[src/rtl/lv_owt_pkg.sv]
// Shared one-wire (OWT) constants and read-scheduler state encoding.
// Reused by the OWT TX/RX blocks and the HV read scheduler.
package lv_owt_pkg;

  localparam int OWT_CMD_BIT_NUM  = 8;
  localparam int OWT_ADCD_BIT_NUM = 20;
  localparam int REG_AW           = OWT_CMD_BIT_NUM - 1;

  localparam logic [REG_AW-1:0] ADC_ADDR = 7'h1F;

  typedef enum logic [2:0] {
    IDLE,
    SEND,
    WAIT_RX,
    OK,
    FAIL
  } owt_rd_state_e;

endpackage

[src/rtl/lv_hv_rd_arb.sv]
// 2-requester round-robin arbiter; bit 0 = SPI, bit 1 = ADC poll.
// Latency: combinational grant, last-served updated on i_upd.
// Backpressure: none, grant is only consumed when the caller strobes i_upd.
module lv_hv_rd_arb (
  input  logic       i_clk,
  input  logic       i_rst_n,
  input  logic [1:0] i_req,
  input  logic       i_upd,
  output logic [1:0] o_gnt
);

  // 1 when requester 1 (poll) was served last; reset value gives SPI priority
  logic r_last;

  always_comb begin
    o_gnt = 2'b00;
    if (i_req[0] && (!i_req[1] || r_last)) begin
      o_gnt = 2'b01;
    end else if (i_req[1]) begin
      o_gnt = 2'b10;
    end
  end

  always_ff @(posedge i_clk or negedge i_rst_n) begin
    if (!i_rst_n) begin
      r_last <= 1'b1;
    end else if (i_upd && (o_gnt != 2'b00)) begin
      r_last <= o_gnt[1];
    end
  end

endmodule

[src/rtl/lv_hv_rd_sched.sv]
// Shares the OWT read channel between the periodic ADC poll and SPI register reads.
// Latency: tx_req 1 clk after a pending request in IDLE; completion 1 clk after a good reply.
// Backpressure: command held on o_owt_tx_req until i_owt_tx_gnt; SPI request held until ack.
module lv_hv_rd_sched
  import lv_owt_pkg::*;
#(
  parameter int POLL_PERIOD = 1000,
  parameter int RX_TMO      = 64,
  parameter int MAX_RETRY   = 2
) (
  input  logic                        i_clk,
  input  logic                        i_rst_n,
  input  logic                        i_poll_en,
  input  logic                        i_spi_rd_req,
  input  logic [REG_AW-1:0]           i_spi_rd_addr,
  output logic                        o_spi_rd_ack,
  output logic [OWT_ADCD_BIT_NUM-1:0] o_spi_rd_data,
  output logic                        o_spi_rd_err,
  output logic                        o_owt_tx_req,
  output logic [OWT_CMD_BIT_NUM-1:0]  o_owt_tx_cmd,
  input  logic                        i_owt_tx_gnt,
  input  logic                        i_owt_rx_ack,
  input  logic [OWT_ADCD_BIT_NUM-1:0] i_owt_rx_data,
  input  logic                        i_owt_rx_status,
  output logic                        o_adc_upd,
  output logic                        o_hv_comm_err
);

  localparam int PCW = $clog2(POLL_PERIOD);
  localparam int TCW = $clog2(RX_TMO);
  localparam logic [PCW-1:0] POLL_LAST = PCW'(POLL_PERIOD - 1);
  localparam logic [TCW-1:0] TMO_LAST  = TCW'(RX_TMO - 1);
  localparam logic [2:0]     MAX_R     = 3'(MAX_RETRY);

  owt_rd_state_e               r_state;
  logic [PCW-1:0]              r_poll_cnt;
  logic                        r_poll_pend;
  logic                        r_src_poll;
  logic [2:0]                  r_retry;
  logic [TCW-1:0]              r_tmo;
  logic                        r_spi_ack;
  logic [OWT_ADCD_BIT_NUM-1:0] r_spi_data;
  logic                        r_spi_err;
  logic                        r_tx_req;
  logic [OWT_CMD_BIT_NUM-1:0]  r_tx_cmd;
  logic                        r_adc_upd;
  logic                        r_comm_err;

  logic                        w_poll_tc;
  logic [1:0]                  w_req;
  logic [1:0]                  w_gnt;
  logic                        w_arb_upd;

  assign w_poll_tc = i_poll_en && (r_poll_cnt == POLL_LAST);
  assign w_req     = {r_poll_pend, i_spi_rd_req};
  assign w_arb_upd = (r_state == IDLE) && (w_req != 2'b00);

  lv_hv_rd_arb u_arb (
    .i_clk   (i_clk),
    .i_rst_n (i_rst_n),
    .i_req   (w_req),
    .i_upd   (w_arb_upd),
    .o_gnt   (w_gnt)
  );

  always_ff @(posedge i_clk or negedge i_rst_n) begin
    if (!i_rst_n) begin
      r_poll_cnt <= '0;
    end else if (!i_poll_en || w_poll_tc) begin
      r_poll_cnt <= '0;
    end else begin
      r_poll_cnt <= r_poll_cnt + 1'b1;
    end
  end

  always_ff @(posedge i_clk or negedge i_rst_n) begin
    if (!i_rst_n) begin
      r_state     <= IDLE;
      r_poll_pend <= 1'b0;
      r_src_poll  <= 1'b0;
      r_retry     <= '0;
      r_tmo       <= '0;
      r_spi_ack   <= 1'b0;
      r_spi_data  <= '0;
      r_spi_err   <= 1'b0;
      r_tx_req    <= 1'b0;
      r_tx_cmd    <= '0;
      r_adc_upd   <= 1'b0;
      r_comm_err  <= 1'b0;
    end else begin
      r_spi_ack <= 1'b0;
      r_adc_upd <= 1'b0;
      case (r_state)
        IDLE: begin
          if (w_req != 2'b00) begin
            r_state    <= SEND;
            r_src_poll <= w_gnt[1];
            r_retry    <= '0;
            r_tx_req   <= 1'b1;
            r_tx_cmd   <= {1'b1, (w_gnt[1] ? ADC_ADDR : i_spi_rd_addr)};
          end
        end
        SEND: begin
          if (i_owt_tx_gnt) begin
            r_tx_req <= 1'b0;
            r_tmo    <= '0;
            r_state  <= WAIT_RX;
          end
        end
        WAIT_RX: begin
          // a reply in the timeout cycle still counts as a reply
          if (i_owt_rx_ack && !i_owt_rx_status) begin
            r_state    <= OK;
            r_comm_err <= 1'b0;
            if (r_src_poll) begin
              r_adc_upd   <= 1'b1;
              r_poll_pend <= 1'b0;
            end else begin
              r_spi_ack  <= 1'b1;
              r_spi_err  <= 1'b0;
              r_spi_data <= i_owt_rx_data;
            end
          end else if (i_owt_rx_ack || (r_tmo == TMO_LAST)) begin
            r_state <= FAIL;
          end else begin
            r_tmo <= r_tmo + 1'b1;
          end
        end
        OK: begin
          r_state <= IDLE;
        end
        FAIL: begin
          if (r_retry < MAX_R) begin
            r_retry  <= r_retry + 1'b1;
            r_tx_req <= 1'b1;
            r_state  <= SEND;
          end else begin
            r_comm_err <= 1'b1;
            r_state    <= IDLE;
            if (r_src_poll) begin
              r_poll_pend <= 1'b0;
            end else begin
              r_spi_ack <= 1'b1;
              r_spi_err <= 1'b1;
            end
          end
        end
        default: begin
          r_state <= IDLE;
        end
      endcase
      // a fresh terminal count outranks the completion clearing the old poll
      if (w_poll_tc) begin
        r_poll_pend <= 1'b1;
      end
    end
  end

  assign o_spi_rd_ack  = r_spi_ack;
  assign o_spi_rd_data = r_spi_data;
  assign o_spi_rd_err  = r_spi_err;
  assign o_owt_tx_req  = r_tx_req;
  assign o_owt_tx_cmd  = r_tx_cmd;
  assign o_adc_upd     = r_adc_upd;
  assign o_hv_comm_err = r_comm_err;

endmodule

[config.mk]
export PLATFORM = sky130hd
export DESIGN_NAME = lv_hv_rd_sched
export DESIGN_NICKNAME = d
export VERILOG_FILES = /design/src/rtl/lv_owt_pkg.sv /design/src/rtl/lv_hv_rd_arb.sv /design/src/rtl/lv_hv_rd_sched.sv
export SDC_FILE = /design/constraint.sdc
export NUM_CORES = 1
export LEC_CHECK = 0
export BUFFER_PORTS_ARGS = -buffer_cell sky130_fd_sc_hd__buf_4
export CAP_MARGIN = 20
export CORE_MARGIN = 3
export CORE_UTILIZATION = 45
export CTS_BUF_LIST = sky130_fd_sc_hd__clkbuf_8
export DETAILED_ROUTE_END_ITERATION = 10
export HOLD_SLACK_MARGIN = 0.03
export PLACE_DENSITY = 0.7
export SYNTH_ARGS = -nofsm -noshare
export SYNTH_HDL_FRONTEND = slang
export SYNTH_SLANG_ARGS = --single-unit
[constraint.sdc]
create_clock -name i_clk -period 3.5 [get_ports i_clk]
set_input_delay 0.35 -clock i_clk [delete_from_list [all_inputs] [get_ports i_clk]]
set_output_delay 0.35 -clock i_clk [all_outputs]
set_load 0.1 [all_outputs]
==> impl_metrics.csv, run 1 <==
group,metric,value,unit
outcome,status,"completed",
setup_path,regToRegStartpoint,"r_state[0]$_DFFE_PN0P_",
logic_synthesis,synth_cells,220,
clock_tree,insertion_delay,330,ps
finish,final_area,3340,µm²
setup_path,cp.arrival,2530,ps
drt,routedWlPerCell,14.2,µm
floorplan,die_area,6710,µm²
logic_synthesis,ys_seq_elements,58,
drt,via_per_inst,5.11,
setup_path,r2r-end,"o_spi_rd_data[1]$_DFFE_PN0P_",
clock_tree,cts_max_path_buffers,2,
setup_path,worstSetupPathType,"reg -> reg",
place,hpwl,3.64,mm
floorplan,num_io_pins,67,
logic_synthesis,netlist_area,2590,µm²
setup_path,worstPathCellList,"or3b_1 -> nor3b_4 -> nand2_2 -> mux2_4",
drt,drc,0,
setup_path,r2r_slack,1180,ps
clock_tree,post_cts_resized,0,
global_route,grt_max_degree,59,
finish,area_growth,28.8,%
sta,tns,0,ps
drt,drt_iter0_drc,76,
logic_synthesis,syn-num-nets,257,
drt,wl,5.21,mm
clock_tree,cts_sinks,58,
logic_synthesis,synth.most_common_cell,"dfrtp_1",
clock_tree,htreeDepth,3,
finish,filler_cell_count,463,
drt,first_pass_iters,4,
finish,drive_gt1_frac,0.375,
logic_synthesis,synth_common_cells,"57 x dfrtp_1, 24 x nor2_1, 19 x mux2_4, 17 x nand2_1, 13 x o21ai_0",
setup_path,r2r_cells,4,
place,place_area,3130,µm²
logic_synthesis,synth.largest_area_cell,"dfrtp_1",
sta,slew_viol_final,0,
finish,diodes,0,
logic_synthesis,ys_warn_count,0,
setup_path,endpoint_kind,"register",
drt,drtAntennaViolNets,0,
floorplan,coreArea,5540,µm²
global_route,antenna_found_initial,0,
logic_synthesis,ys_types,47,
setup_path,critPathMaxFanout,21,
floorplan,rows,27,
sta,tightest_slew,705,ps
sta,rsz0062_at_grt,"false",
sta,whs,57.0,ps
logic_synthesis,yosysTopAreaCellShare,0.550,
setup_path,crit_family,"simple AND/OR/NAND/NOR gates",
drt,num_vias,1879,
logic_synthesis,synth_area_leaders,"dfrtp_1 55%, mux2_4 11%, nor2_1 3.5%",
global_route,overflow,0,
setup_path,crit_path_start_kind,"register",
place,io_buffer_count,66,
logic_synthesis,synth_flop_cell,"dfrtp_1",
global_route,grt_pass1_vias,1708,
place,place.gp.congestion,0.841,
clock_tree,cts_tree,"done",
sta,hold_viol,0,
floorplan,die_y,81.9,µm
clock_tree,root_buffer,"clkbuf_8",
clock_tree,post-cts-setup-buffer-count,0,
clock_tree,postCtsHoldBufs,0,
hold_path,hold_path.class,"in -> async",
setup_path,cp_data_required_time,3710,ps
floorplan,die_x,81.9,µm
floorplan,start_util,0.468,
clock_tree,path_clk_slew,60,ps
clock_tree,cts-buffers-inserted,9,
logic_synthesis,synth.avg_cell_area,11.8,µm²
sta,fmax,0.432,GHz
global_route,grt_usage,0.161,
finish,nNetsFinal,328,
setup_path,worst-path-buf-inv,0,
setup_path,slowest_delay,560,ps
sta,finalSetupViolations,0,
flow_run,maxCapViolCount,0,
sta,max-slew-margin-rel,0.530,
sta,skew,6.81,ps
sta,finalCritPeriodShare,0.662,
setup_path,cp_slowest_cell,"or3b_1",
sta,min_period,2320,ps
global_route,grt_pass1_wl,7.97,mm
logic_synthesis,synth_edf_count,0,
logic_synthesis,ys_seq_area_frac,0.560,
logic_synthesis,postSynth.asyncResetShare,1.00,
[cells by family after synthesis]
logic type / share of synthesized area
simple gates: 0.146
fa+ha+maj: 0.0145
flops: 0.560
mux: 0.130
compound gates: 0.103
xor+xnor: 0.0169
buf+inv: 0.0294
[how the worst max path moves through the flow]
stage	from	end	slack [ps]	cells after the start
5_1_grt	r_state[0]$_DFFE_PN0P_	o_spi_rd_data[15]$_DFFE_PN0P_	1060	4
6_report	r_state[0]$_DFFE_PN0P_	o_spi_rd_data[1]$_DFFE_PN0P_	1180	4
2_1_floorplan	r_state[0]$_DFFE_PN0P_	o_spi_rd_data[0]$_DFFE_PN0P_	1620	7
4_1_cts	r_state[0]$_DFFE_PN0P_	o_spi_rd_data[1]$_DFFE_PN0P_	1180	4
3_5_place_dp	r_state[0]$_DFFE_PN0P_	o_spi_rd_data[5]$_DFFE_PN0P_	1200	4
3_3_place_gp	r_state[0]$_DFFE_PN0P_	o_spi_rd_data[19]$_DFFE_PN0P_	1240	4
[layer usage]
layer	global-route usage	share of wire
met1	0.201	0.45
met4	0.0664	0.015
met2	0.246	0.46
met3	0.0702	0.078
met5	0	0
[area by class of cell]
| class | instances | area [µm²] | area share |
|---|---|---|---|
| clock buffer | 11 | 151 | 0.0453 |
| clock inverter | 5 | 52.6 | 0.0157 |
| inverter | 7 | 26.3 | 0.00787 |
| multi-input combinational | 148 | 1060 | 0.319 |
| sequential | 58 | 1450 | 0.435 |
| tap | 72 | 90.1 | 0.0270 |
| timing repair buffer | 67 | 503 | 0.151 |
[registers in the layout, summed over array words and instances, names as in the netlist]
signal         cells
o_spi_rd_data     20
r_poll_cnt        10
o_owt_tx_cmd       8
r_tmo              6
r_retry            3
r_state            3
o_adc_upd          1
o_hv_comm_err      1
o_owt_tx_req       1
o_spi_rd_ack       1
o_spi_rd_err       1
r_poll_pend        1
r_src_poll         1
u_arb.r_last       1
[cell usage in the layout (no fill, tap or decap), types with 2 or more instances in the layout]
cell / instances
a21oi_1: 7
a22o_1: 2
a31oi_1: 2
and3_1: 3
buf_4: 67
clkbuf_8: 11
clkinv_2: 3
dfrtp_1: 57
ha_1: 3
inv_1: 7
mux2_2: 2
mux2_4: 19
mux2i_1: 3
nand2_1: 17
nand2b_1: 2
nand3_1: 10
nand4_1: 3
nor2_1: 24
nor2b_1: 2
nor3_1: 5
o21ai_0: 13
o22ai_1: 2
o2bb2ai_1: 3
o31ai_1: 2
xnor2_1: 3
xor2_1: 2
[per-stage QoR]
| step | utilization | setup WS [ps] | std cells |
|---|---|---|---|
| 5_1_grt | 0.603 | 1060 | 368 |
| 3_5_place_dp | 0.565 | 1200 | 351 |
| 3_3_place_gp | 0.565 | 1240 | 351 |
| 6_report | 0.603 | 1180 | 368 |
| 2_1_floorplan | - | 1620 | 220 |
| 4_1_cts | 0.602 | 1180 | 367 |
Power of run 1 is left out: the tool's default activity adds up to more than one toggle a clock period on the data nets, which glitch-free logic cannot reach.
==> run 2: changes to the inputs <==
--- a/config.mk
+++ b/config.mk
@@ -12,7 +12,7 @@
 export CTS_BUF_LIST = sky130_fd_sc_hd__clkbuf_8
 export DETAILED_ROUTE_END_ITERATION = 10
 export HOLD_SLACK_MARGIN = 0.03
-export PLACE_DENSITY = 0.7
+export PLACE_DENSITY = 0.72
 export SYNTH_ARGS = -nofsm -noshare
 export SYNTH_HDL_FRONTEND = slang
 export SYNTH_SLANG_ARGS = --single-unit
==> constraint.sdc (replaced) <==
create_clock -name i_clk -period 2.1 [get_ports i_clk]
set_input_delay 0.21 -clock i_clk [delete_from_list [all_inputs] [get_ports i_clk]]
set_output_delay 0.21 -clock i_clk [all_outputs]
set_load 0.1 [all_outputs]
==> run 2 against run 1 <==
Sequential share of layout area down 1.0 points. Non-clock buffer count up 6. First-iteration DRC count up 24%. Worst setup slack worse by 1000 ps. Final cell count up 1.6%. Register-to-register slack worse by 1000 ps. Routed wire length down 0.67%. Global-route usage up 0.69 points.
==> impl_metrics.csv, run 2 (synthesis gave the netlist of run 1 again) <==
group,metric,value,unit
outcome,status,"completed",
drt,first_pass_iters,4,
sta,slew_viol_final,0,
drt,num_vias,1919,
drt,drc,0,
global_route,grt_usage,0.168,
setup_path,worstSetupPathType,"reg -> reg",
place,place.gp.congestion,0.867,
setup_path,cp.arrival,2170,ps
clock_tree,postCtsHoldBufs,1,
global_route,use_met3,0.0417,
global_route,grt_util_met2,0.254,
clock_tree,cts_max_path_buffers,2,
flow_run,maxCapViolCount,0,
place,io_buffer_count,66,
place,hpwl,3.67,mm
hold_path,hold_path.class,"in -> reg",
sta,fin_ws,139,ps
finish,layout_common_cells,"72 x buf_4, 57 x dfrtp_1, 24 x nor2_1",
floorplan,rows,27,
clock_tree,post-cts-setup-buffer-count,0,
global_route,antenna_found_initial,0,
setup_path,crit_path_start,"r_state[0]$_DFFE_PN0P_",
drt,routedWlPerCell,13.8,µm
finish,largest_reg_flops,20,
global_route,busiest_layer,"met2",
finish,drive_gt1_frac,0.384,
setup_path,crit_path_start_kind,"register",
drt,via_per_inst,5.13,
drt,wl,5.17,mm
setup_path,critPathMaxFanout,21,
clock_tree,post_cts_resized,0,
floorplan,die_area,6710,µm²
hold_path,hold_start,"i_spi_rd_req",
sta,min_period,1960,ps
clock_tree,htreeDepth,3,
floorplan,coreArea,5540,µm²
sta,whs,72.5,ps
setup_path,endpoint_kind,"register",
global_route,grt_max_degree,59,
sta,tns,0,ps
global_route,grt_pass1_vias,1843,
finish,nNetsFinal,334,
finish,area_growth,31.9,%
setup_path,cp_data_required_time,2310,ps
sta,skew,10.1,ps
finish,diodes,0,
floorplan,num_io_pins,67,
floorplan,die_x,81.9,µm
finish,final_common_cell,"buf_4",
clock_tree,cts_sinks,58,
sta,rsz0062_at_grt,"false",
floorplan,start_util,0.468,
clock_tree,path_clk_slew,60,ps
drt,drt_iter0_drc,94,
clock_tree,cts_tree,"done",
setup_path,regToRegStartpoint,"r_state[0]$_DFFE_PN0P_",
finish,final_area,3420,µm²
place,place_area,3170,µm²
global_route,use_met1,0.221,
sta,fmax,0.510,GHz
sta,tightest_slew,697,ps
floorplan,die_y,81.9,µm
sta,finalCritPeriodShare,0.934,
clock_tree,insertion_delay,330,ps
place,place_ws,134,ps
clock_tree,cts-buffers-inserted,9,
sta,hold_viol,0,
sta,finalSetupViolations,0,
sta,max-slew-margin-rel,0.535,
drt,drtAntennaViolNets,0,
clock_tree,root_buffer,"clkbuf_8",
global_route,grt_pass1_wl,8.55,mm
global_route,overflow,0,
run 2: changes by cell type in the layout (fill, tap and decap cells not counted):
cell,before,now
buf_4,67,72
bufinv_16,1,2
clkbuf_8,11,12
clkinv_2,3,1
dlygate4sd3_1,0,1
run 2: final timing paths:
kind,endpoint,slack (ps),depth (start not counted)
worst max register to register,o_spi_rd_data[7]$_DFFE_PN0P_,140,5
worst min register to register,o_owt_tx_cmd[7]$_DFFE_PN0P_,470,1
min in group asynchronous,o_owt_tx_cmd[4]$_DFFE_PN0P_,480,2
worst min-delay path,u_arb.r_last$_DFFE_PN1P_,70,2
worst max-delay path,o_spi_rd_data[7]$_DFFE_PN0P_,140,5
max in group asynchronous,r_tmo[1]$_DFFE_PN0P_,1160,2
run 2: cell type report:
class                      count  area [µm²]
fill                         446        2120
sequential                    58        1450
multi-input combinational    148        1060
timing repair buffer          73         551
clock buffer                  12         165
tap                           72        90.1
clock inverter                 4        72.6
inverter                       7        26.3
run 2: worst max-delay path, cell delays in order (launching register included):
cell,delay [ps]
dfrtp_1,370
or3b_1,530
nor3b_4,290
nand2_2,70
buf_4,240
mux2_4,340
run 2: per-stage QoR:
step,util,cells
global route,0.618,374
global placement,0.572,356
CTS,0.616,373
finish,0.618,374
floorplan,-,220
detailed placement,0.572,356
run 2: routing by layer:
metal,vias up,part of all wire
li1,932,-
met1,905,0.46
met2,68,0.44
met3,14,0.076
met4,0,0.023
met5,-,0
Power of run 2 is left out for the same reason.
